===== src/rtl/prbs_pkg.sv =====
// Shared types and helpers for the PRBS checker: FSM states, ORDER->TAP lookup
// and the set of supported PRBS orders.
package prbs_pkg;

  typedef enum logic {
    HUNT  = 1'b0,
    CHECK = 1'b1
  } state_t;

  // Bit n set means PRBS order n is supported (7, 15, 23, 31).
  localparam logic [31:0] LEGAL_ORDER_MASK = 32'h8080_8080;

  function automatic logic order_legal(input int order);
    return (order inside {[0:31]}) && LEGAL_ORDER_MASK[order[4:0]];
  endfunction

  function automatic int tap_of(input int order);
    case (order)
      7:       return 6;
      15:      return 14;
      23:      return 18;
      31:      return 28;
      default: return 1;
    endcase
  endfunction

endpackage


===== src/rtl/prbs_lfsr.sv =====
// History register with PRBS prediction; shifts in either the received bit
// (hunting) or its own prediction (free-running generator once locked).
module prbs_lfsr
  import prbs_pkg::*;
#(
  parameter int ORDER = 15
) (
  input  logic clk,
  input  logic rst_n,
  input  logic en,
  input  logic load_din,
  input  logic din,
  output logic pred
);

  localparam int TAP = tap_of(ORDER);

  logic [ORDER-1:0] sr;

  assign pred = sr[ORDER-1] ^ sr[TAP-1];

  always_ff @(posedge clk or negedge rst_n) begin
    if (!rst_n) begin
      sr <= '0;
    end else if (en) begin
      sr <= {sr[ORDER-2:0], (load_din ? din : pred)};
    end
  end

endmodule


===== config.mk =====
export PLATFORM = sky130hd
export DESIGN_NAME = prbs_lfsr
export DESIGN_NICKNAME = d
export VERILOG_FILES = /design/src/rtl/prbs_pkg.sv /design/src/rtl/prbs_lfsr.sv
export SDC_FILE = /design/constraint.sdc
export NUM_CORES = 1
export LEC_CHECK = 0
export ABC_AREA = 0
export BUFFER_PORTS_ARGS = -buffer_cell sky130_fd_sc_hd__clkbuf_2
export CORE_MARGIN = 2
export CORE_UTILIZATION = 45
export DETAILED_ROUTE_END_ITERATION = 10
export PLACE_DENSITY_LB_ADDON = 0.25
export SYNTH_ARGS = -nofsm -noshare
export SYNTH_HDL_FRONTEND = slang
export SYNTH_SLANG_ARGS = --single-unit

===== constraint.sdc =====
create_clock -name clk -period 0.9 [get_ports clk]
set_input_delay 0.09 -clock clk [delete_from_list [all_inputs] [get_ports clk]]
set_output_delay 0.09 -clock clk [all_outputs]
set_load 0.01 [all_outputs]

After elaboration in Yosys (flattened, before gate mapping):

Cells that the tools add are included.

* latch bits: 0
* word-level logic and storage cells: 3
* ROM bits: 0
* memories: 0
* register bits after elaboration: 15
* RAM bits: 0
* input bits: 5

* multiply operators: 0
* reduce and logical (&&, ||, !) cells: 0
* eq/ne operators: 0
* bitwise operators: 1
* shifts and indexed selects: 0
* order comparisons: 0
* add/sub/neg operators: 0
* div/mod/pow operators: 0
* mux-type cells: 1

Operators with widths (number)
* 1-bit two-way mux: 1
* 1-bit bitwise XOR: 1

Depth between registers and ports, before layout:

* word-level depth: 2
* mapped depth: 3

Worst setup path after synthesis:

No wires, ideal clock.

* path kind: register -> register
* start point: register sr[13]
* end point: register sr[0]
* path buffers: 0
* slack: -52 ps
* library setup time: 124 ps
* data arrival time: 828 ps
* cell stages (with the launch flop): 3
* clock period less this slack: 952 ps
* cell sequence: dfrtp_1 -> xor2_1 -> a211o_1

* word-level cells in the longest chain between the ends: 2

Ends and longest elaborated chain
* start: declaration: line prbs_lfsr.sv:18 `logic [ORDER-1:0] sr;`
* start signal: assignment: line prbs_lfsr.sv:26 `sr <= {sr[ORDER-2:0], (load_din ? din : pred)};`
* 1-bit bitwise XOR: line prbs_lfsr.sv:20 `assign pred = sr[ORDER-1] ^ sr[TAP-1];`
* named net pred: line prbs_lfsr.sv:13 `output logic pred`
* 1-bit two-way mux: line prbs_lfsr.sv:26

The timed path passes the listed nets, and every way through them passes these cells.
A chain may end at the register's enable or synchronous reset.

Worst setup path after layout:

* start point: register sr[14]
* end point: output pred

* word-level cells in the longest chain between the ends: 1

Ends and longest elaborated chain (line)
* 1-bit bitwise XOR: prbs_lfsr.sv:20
* end: declaration: prbs_lfsr.sv:13

No other way between the ends.

==> results.md <==
- Most frequent cells in the layout: dfrtp_1 (15), mux2_4 (10), mux2_2 (4), clkbuf_2 (4), clkbuf_4 (3)
- Synth top area cells: dfrtp_1 (59%), mux2_4 (24%), mux2_2 (7.1%)
- Net Sw Frac: 0.266
- Final Setup Violations: 4
- # diodes: 0
- Antenna violations before repair: 0
- Critical path class: flip-flop to output pin
- Syn nets: 41
- Area of the core: 1320 um2
- GR Util All Layers: 0.121
- Synth Register Bits: 15
- Critical Path End Type: output pin
- FP Rows: 13
- Nets: 54
- Period utilisation layout: 1.29
- Failing checks: negative setup slack
- Crit path DAT: 1070 ps
- Cell family with most CP delay: flip-flops
- Gate power share: 0.312
- Part of the power in registers: 0.523
- Net Sw Power: 600 uW
- Drt pass-1 iters: 2
- F_max: 0.859 GHz
- Mapped Area: 638 um2
- Clk slew on worst S/H paths: 80 ps
- CP peak stage delay: 430 ps
- FF+latch area: 375 um2
- PwrDens: 3000 nW/um2
- I/O Buffers: 5
- Vias in the first global route: 355
- Crit path required time: 810 ps
- Post-Place Worst Slack: -34.3 ps
- Largest net degree at the start of global routing: 16
- Clk_lat worst skew: 270 ps
- Fin. Hold Viols: 0
- Final WL: 916 um
- Max-Cap Viols: 0
- WHS: 157 ps
- Area occupied by multi-input gates: 239 um2
- Post-synthesis sequential area ratio: 0.588
- DRC Markers: 0
- RD Place Congestion: 0.668
- Clk root buf: clkbuf_4
- Max reg flops: 15
- Slowest-stage cell, CP: dfrtp_1
- Clock Sinks: 15
- Die Y: 41.7 um
- Vias: 311
- Avg Cell Area, Syn: 17.7 um2
- Internal Pwr Total: 1.66 mW
- Setup TNS: -528 ps
- Clock Path Buffers: 2
- R2R Setup Slk: -230 ps
- Slew HR: 0.756
- Largest area contributor in the synthesized netlist: dfrtp_1
- GR Overflow Total: 0
- Top-area cell type share of the netlist area: 0.588
- Post-Route Utilization: 0.572
- Status: complete, but fails checks
- Layout cells sized above 1: 0.563
- Placed insts: 57
- Layout Cells excl Fill: 63
- WL/cell: 14.5 um
- Crit Path Max Fanout: 2
- Yosys warns: 0
- R2R Path Start: sr[14]
- Largest Register: sr
- Hpwl dp: 608 um
- First-pass GRT wire length: 1550 um
- Worst R2R End: sr[0]
- Worst min path class: input port to flip-flop
- Setup crit start kind: flip-flop
- Worst setup slack after layout: -263 ps
- End of the critical path: pred
- Worst Max-Slew Pin Slew: 366 ps
- Final Critical Period: 1160 ps
- Antenna viol nets, final: 0
- Area grow syn2layout: 18.0%
- Unrepaired setup endpoints after global routing: yes
- Critical path depth: 2
- Worst r2r path cells: 3
- Max Clock Skew: 0.243 ps
- Chip width: 41.7 um
- Slew Limit Fails: 0
- Synth cell types: 9
- Hold depth: 3
- Io pins: 6
- CTS Buf Count: 3
- H-tree depth: 1
- Initial Util: 0.484
- DR vias/cell: 4.94
- Clk pwr share: 0.165
- Pleak: 0.385 nW
- 1st-iter DRT viols: 2
- Leading cell type in the layout, fill and taps excluded: dfrtp_1
- Post-Synthesis Cells: 36
- Top Registers: sr (15)
- CP bufs+invs: 1
- Worst path cell trace: xor2_2 > buf_2
- Die Footprint: 1740 um2
- Layout fillers: 103
- CTS tree: built
- Crit path launch: sr[14]
- Maximum vdd ir drop: 1120 uV
metal layers:
layer,GRT usage,vias up,wire length [um]
li1,-,149,-
met1,0.151,160,412
met2,0.188,2,481
met3,0.0391,0,22
met4,0.0581,0,0
met5,0,-,0
logic make-up after synthesis:
kind of cell	Yosys count	synth area share
buffers and inverters	2	0.0490
AOI/OAI and AO/OA	1	0.0137
and+or+nand+nor	3	0.0294
DFF	15	0.588
muxes	14	0.306
xor gates and xnor gates	1	0.0137
worst min path at each step:
stage / startpoint / to / slack, ps
2_1_floorplan: rst_n / sr[0] / -210
3_3_place_gp: rst_n / sr[7] / 6
3_5_place_dp: rst_n / sr[6] / 20
4_1_cts: din / sr[0] / 150
5_1_grt: din / sr[0] / 150
6_report: din / sr[0] / 160
cell type report:
cell class,instances,area share
Clock buffer,4,0.0349
Multi-Input combinational cell,19,0.317
Sequential cell,15,0.498
Tap cell,15,0.0249
Timing Repair Buffer,10,0.125
synthesized netlist by cell type:
library cell and count:
buf_6 1, mux2_2 4, mux2_4 10, buf_12 1, nor2b_1 2, and3_1 1, dfrtp_1 15, xor2_1 1
a211o_1 1
repair_timing:
action,4_1_cts,5_1_grt
pin swaps,1,0
hold buffers,1,0
endpoints found under the hold margin,15,0
setup buffers,1,0
gates resized for setup,0,3
endpoints found under the setup margin,2,4
worst reg2reg max path: cells and delay by family, from the launching register on:
family | cells | cell delay, ps
flip-flops | 1 | 430
AO/OA/AOI/OAI | 1 | 240
XOR/XNOR | 1 | 200
buffers and inverters | 1 | 140
power groups by stage:
stage	logic, mW	clock network (mW)	registers, mW
finish	0.704	0.371	1.18
global route	0.769	0.428	1.22
CTS	0.683	0.390	1.15
detailed placement	0.620	0	1.17
global placement	0.603	0	1.14
floorplan	0.491	0	1.10
metrics by stage:
stage	power, mW	cell area (um2)
after detailed placement	1.79	698
after CTS	2.22	742
after floorplan	1.59	638
after global routing	2.41	753
after global placement	1.74	698
final	2.26	753
(Power assumes the default switching activity.)
